--- src/rtl/hd6309_bus_responder.sv ---
// HD6309 external bus target: synchronizes E/Q, turns CPU cycles into a req/ack
// fabric transaction, stretches the CPU with mrdy and posts writes in the background.
module hd6309_bus_responder #(
    parameter int SYNC_STAGES  = 2,
    parameter int TIMEOUT_CLKS = 64,
    parameter int TW           = 7
) (
    input  logic        clk,
    input  logic        rst_n,
    input  logic        e,
    input  logic        q,
    input  logic        ba,
    input  logic        rw,
    input  logic [15:0] addr_out,
    input  logic [7:0]  data_out,
    output logic [7:0]  data_in,
    output logic        mrdy,
    output logic        mem_req,
    output logic        mem_we,
    output logic [15:0] mem_addr,
    output logic [7:0]  mem_wdata,
    input  logic        mem_ack,
    input  logic [7:0]  mem_rdata,
    output logic        timeout_err
);

    typedef enum logic [2:0] {IDLE, ADDR, WDATA, PEND, HOLD} state_t;

    localparam logic [TW-1:0] TMO_LAST = TW'(TIMEOUT_CLKS - 1);

    state_t                 state;
    logic [SYNC_STAGES-1:0] e_sync, q_sync;
    logic                   es, qs, es_d, qs_d;
    logic                   q_rise, q_fall, e_fall;
    logic [TW-1:0]          tmo_cnt;
    logic                   done, expire;

    assign es     = e_sync[SYNC_STAGES-1];
    assign qs     = q_sync[SYNC_STAGES-1];
    assign q_rise = qs & ~qs_d;
    assign q_fall = ~qs & qs_d;
    assign e_fall = ~es & es_d;

    always_ff @(posedge clk or negedge rst_n) begin
        if (!rst_n) begin
            e_sync <= '0;
            q_sync <= '0;
            es_d   <= 1'b0;
            qs_d   <= 1'b0;
        end else begin
            e_sync <= {e_sync[SYNC_STAGES-2:0], e};
            q_sync <= {q_sync[SYNC_STAGES-2:0], q};
            es_d   <= es;
            qs_d   <= qs;
        end
    end

    // Ack beats expiry when both land in the same clk.
    assign done   = mem_req & mem_ack;
    assign expire = mem_req & ~mem_ack & (tmo_cnt == TMO_LAST);

    always_ff @(posedge clk or negedge rst_n) begin
        if (!rst_n) begin
            state       <= IDLE;
            data_in     <= 8'hFF;
            mrdy        <= 1'b1;
            mem_req     <= 1'b0;
            mem_we      <= 1'b0;
            mem_addr    <= '0;
            mem_wdata   <= '0;
            timeout_err <= 1'b0;
            tmo_cnt     <= '0;
        end else begin
            if (mem_req && tmo_cnt != TMO_LAST)
                tmo_cnt <= tmo_cnt + 1'b1;
            if (done || expire)
                mem_req <= 1'b0;
            if (expire)
                timeout_err <= 1'b1;

            case (state)
                IDLE: if (q_rise && !es) state <= ADDR;
                ADDR: begin
                    // A posted write still owns the fabric; hold the CPU until it retires.
                    if (mem_req) begin
                        mrdy <= 1'b0;
                    end else begin
                        mem_addr <= addr_out;
                        if (ba) begin
                            mrdy  <= 1'b1;
                            state <= IDLE;
                        end else if (rw) begin
                            mem_we  <= 1'b0;
                            mem_req <= 1'b1;
                            tmo_cnt <= '0;
                            mrdy    <= 1'b0;
                            state   <= PEND;
                        end else begin
                            mrdy  <= 1'b1;
                            state <= WDATA;
                        end
                    end
                end
                WDATA: if (q_fall && es) begin
                    mem_wdata <= data_out;
                    mem_we    <= 1'b1;
                    mem_req   <= 1'b1;
                    tmo_cnt   <= '0;
                    state     <= IDLE;
                end
                PEND: begin
                    if (done) begin
                        data_in <= mem_rdata;
                        mrdy    <= 1'b1;
                        state   <= HOLD;
                    end else if (expire) begin
                        data_in <= 8'hFF;
                        mrdy    <= 1'b1;
                        state   <= HOLD;
                    end
                end
                HOLD: if (e_fall) state <= IDLE;
                default: state <= IDLE;
            endcase
        end
    end

endmodule

--- config.mk ---
export PLATFORM = sky130hd
export DESIGN_NAME = hd6309_bus_responder
export DESIGN_NICKNAME = d
export VERILOG_FILES = /design/src/rtl/hd6309_bus_responder.sv
export SDC_FILE = /design/constraint.sdc
export NUM_CORES = 1
export LEC_CHECK = 0
export BUFFER_PORTS_ARGS = -buffer_cell sky130_fd_sc_hd__buf_2
export CORE_ASPECT_RATIO = 0.75
export CORE_MARGIN = 1.5
export CORE_UTILIZATION = 33
export CTS_CLUSTER_SIZE = 28
export DETAILED_ROUTE_END_ITERATION = 12
export PLACE_DENSITY_LB_ADDON = 0.15
export REMOVE_ABC_BUFFERS = 1
export SETUP_SLACK_MARGIN = 0.15
export SLEW_MARGIN = 15
export SYNTH_ARGS = -nofsm -noshare
export SYNTH_HDL_FRONTEND = slang
export SYNTH_SLANG_ARGS = --single-unit
--- constraint.sdc ---
create_clock -name clk -period 1.7 [get_ports clk]
set_clock_uncertainty 0.2 [all_clocks]
set_input_delay 0.17 -clock clk [delete_from_list [all_inputs] [get_ports clk]]
set_output_delay 0.17 -clock clk [all_outputs]
set_load 0.05 [all_outputs]
==> impl_metrics.ini <==
[timing]
fmax_ghz = 0.579
period_share_pct = 102
setup_ws_ns = -0.0261
post-route-min-period_ns = 1.73
setup_viol = 5
hold_viol_final = 0
slew_headroom_pct = 74.6
worstMarginPinSlew_ns = 0.381
rsz0062_at_grt = true
slew_viol_final = 0

[status]
status = complete, but fails checks
violations = negative setup slack

[clock_network]
cts_tree = done
clk_latency_ns = 0.30
clk_path_buf_depth = 2
htree_levels = 2
cts_buffers = 5
clk_pin_slew_worst_paths_ns = 0.09
cts_root_buffer = clkbuf_8
clkSinkCount = 52

[synthesis]
synth.avg_cell_area_um2 = 14.3
synth.cell_area_mm2 = 0.00215
ys_warn_count = 0
ys_seq_elements = 52
ys_types = 41
yosysTopAreaCell = dfrtp_1
synthTopCellsByArea = dfrtp_1 50%, mux2_2 13%, dfstp_2 11%
synthCells = 150
ys_seq_area_share_pct = 61.1
yosysTopAreaCellShare_pct = 50.1

[worst_setup_path]
crit_type = reg2reg
worstPathArrival_ns = 1.72
required_ns = 1.69
crit_chain = ha_4, nand4_4, o311ai_4, nand3_2, mux2_2
cp_max_fo = 3
worst_setup_path_start_kind = flip-flop
critPathTopFamily = flip-flops
crit_path_end_kind = flip-flop
max_stage_delay_ns = 0.40
crit_slowest_cell = dfrtp_1
path_buf_inv = 0

[die]
core_area_mm2 = 0.00629
die_y_um = 72.9
ios = 75
die_area_mm2 = 0.00701
std_cell_rows = 25
die_x_um = 96.2
start_util_pct = 34.2

[global_route]
antenna_found_initial = 0
track_usage_pct = 15.7
grt_overflow_total = 0
grt_max_degree = 53
first_global_vias = 1726
grt_pass1_wl_mm = 8.29

[power_and_ir_drop]
p_sw_share_pct = 44.9
vdd_drop_max_uv = 1080
pwr-share-seq_pct = 34.2
p_comb_share_pct = 53.7
power_leakage_nw = 1.74
pwr-share-clk_pct = 12.1
internal_power_w = 0.00331
p_switching_w = 0.00270
power_density_mw_per_mm2 = 1680

[final_layout]
n_fill_cell = 539
drive_above_1_share_pct = 60.5
fin_cells = 375
antenna_cells = 0
utilization_pct = 56.8
area_growth_pct = 66.1
fin_nets = 333

[drt]
route.detailed.drc = 0
wl_mm = 5.27
drt-initial-drc-count = 80
wl_per_cell_um = 14.1
postRouteAntennaNets = 0
firstDrtPassIters = 4
vias = 1712
via_per_inst = 4.57

[placement]
place.gp.congestion = 0.732
place_hpwl_mm = 3.10
dp_cells = 322
numPortBuffers = 74

[worst_hold_path]
hp-class = in2reg

[run]
cap_violations = 0
## layout by cell type, fill, tap and decap left out, types with 3 or more instances in the layout
cell type      instances
buf_4                 21
mux2_4                24
dfrtp_2                5
dfstp_2                9
nand2_1                5
buf_2                 73
dlygate4sd3_1         36
dfrtp_1               38
nor2_1                 3
o22a_1                 8
clkbuf_8               6
buf_6                  8
nor2b_1                3
## flip-flops by register name, summed over array words and instances (netlist names)
signal	cells
mem_addr	16
data_in	8
mem_wdata	8
tmo_cnt	7
state	3
e_sync	2
q_sync	2
es_d	1
mem_req	1
mem_we	1
mrdy	1
qs_d	1
timeout_err	1
## per-layer routing
metal | track usage, % | part of all wire (%) | wire [um] | up-vias
li1 | - | - | - | 835
met1 | 21.7 | 47 | 2500 | 825
met2 | 24.3 | 46 | 2430 | 48
met3 | 3.75 | 5.4 | 285 | 4
met4 | 4.90 | 1.0 | 53 | 0
met5 | 0 | 0 | 0 | -
## power groups by stage
| stage | clock, W | combinational [W] | sequential (W) |
|---|---|---|---|
| floorplan | 0 | 0.000632 | 0.00336 |
| global placement | 0 | 0.00272 | 0.00203 |
| detailed placement | 0 | 0.00272 | 0.00203 |
| CTS | 0.000762 | 0.00315 | 0.00203 |
| global route | 0.000805 | 0.00340 | 0.00212 |
| finish | 0.000727 | 0.00323 | 0.00206 |
## kinds of logic after synthesis
kind of cell / after synthesis / synth area share (%)
flops: 52 / 61.1
mux: 27 / 14.0
simple gates: 37 / 11.9
xor+xnor: 2 / 0.815
buf+inv: 7 / 2.09
compound gates: 24 / 9.55
fa+ha+maj: 1 / 0.582
## cell usage after synthesis
cell and count:
o21ai_0 2, and4_1 1, nor4b_4 2, and3b_1 1, nand4_1 1, buf_6 2, nor2b_1 3, dfrtp_1 43
nand4_2 1, nand2b_1 3, a22o_1 1, and3_1 1, o22a_1 8, a311oi_1 1, nand3b_4 1, a211oi_1 1
mux2_2 25, dfstp_2 9, buf_2 3, nor4b_1 1, o41ai_1 1, a21o_1 1, clkbuf_1 1, o21bai_2 1
o21a_1 1, o311ai_2 1, ha_1 1, nor3b_1 1, o211a_1 1, nor2_1 7, o31ai_2 1, inv_1 1
nand3_1 3, o31a_1 1, a21oi_1 2, xor2_1 2, and2b_2 1, nand2_1 7, nor3_1 3, o31ai_1 1
mux2i_1 2
## worst register-to-register path: stages (launching register included)
cell and delay [ns]:
dfrtp_1 0.40, ha_4 0.19, nand4_4 0.12, o311ai_4 0.34
nand3_2 0.11, mux2_2 0.27
## through the flow
| stage | TNS (ns) | hold WS (ns) | area [um2] | setup slack [ns] | power [W] |
|---|---|---|---|---|---|
| 6_report | -0.0326 | 0.0394 | 3570 | -0.0261 | 0.00601 |
| 5_1_grt | -1.17 | 0.0628 | 3570 | -0.106 | 0.00632 |
| 4_1_cts | -0.0465 | 0.0247 | 3490 | -0.0401 | 0.00594 |
| 3_5_place_dp | -1.48 | -0.0110 | 2770 | -0.0974 | 0.00476 |
| 3_3_place_gp | -1.15 | -0.0115 | 2770 | -0.0873 | 0.00475 |
| 2_1_floorplan | -12.67 | -0.326 | 2110 | -0.525 | 0.00399 |
## path summary, 6_finish.rpt
path                                 startpoint                       end  slack [ns]  cells after the start
max in group asynchronous                 rst_n    data_in[2]$_DFFE_PN1P_        0.82                      3
setup reg to reg           tmo_cnt[1]$_DFF_PN0_      state[0]$_DFFE_PN0P_       -0.03                      5
min in group asynchronous                 rst_n  mem_wdata[6]$_DFFE_PN0P_        0.18                      3
setup / recovery           tmo_cnt[1]$_DFF_PN0_      state[0]$_DFFE_PN0P_       -0.03                      5
hold reg to reg             q_sync[0]$_DFF_PN0_       q_sync[1]$_DFF_PN0_        0.16                      0
hold / removal                               ba      state[1]$_DFFE_PN0P_        0.04                      4
## area by class of cell
class | instances | area, um2 | share of cell area (%)
inverters | 1 | 3.75 | 0.105
repair buffers | 141 | 1020 | 28.7
well taps | 81 | 101 | 2.84
clock inverters | 2 | 10.0 | 0.280
flip-flops and latches | 52 | 1320 | 36.9
multi-input cells | 92 | 1030 | 28.8
clock buffers | 6 | 82.6 | 2.31
## repair_timing
item                                   4_1_cts  5_1_grt
gates cloned                                 2        0
pin swaps                                    6        9
gates resized for setup                     58       12
setup endpoints to repair                   45       46
endpoints found under the hold margin       88        0
setup buffers                                4        3
hold buffers                                36        0
Power figures use the tool's default switching activity.
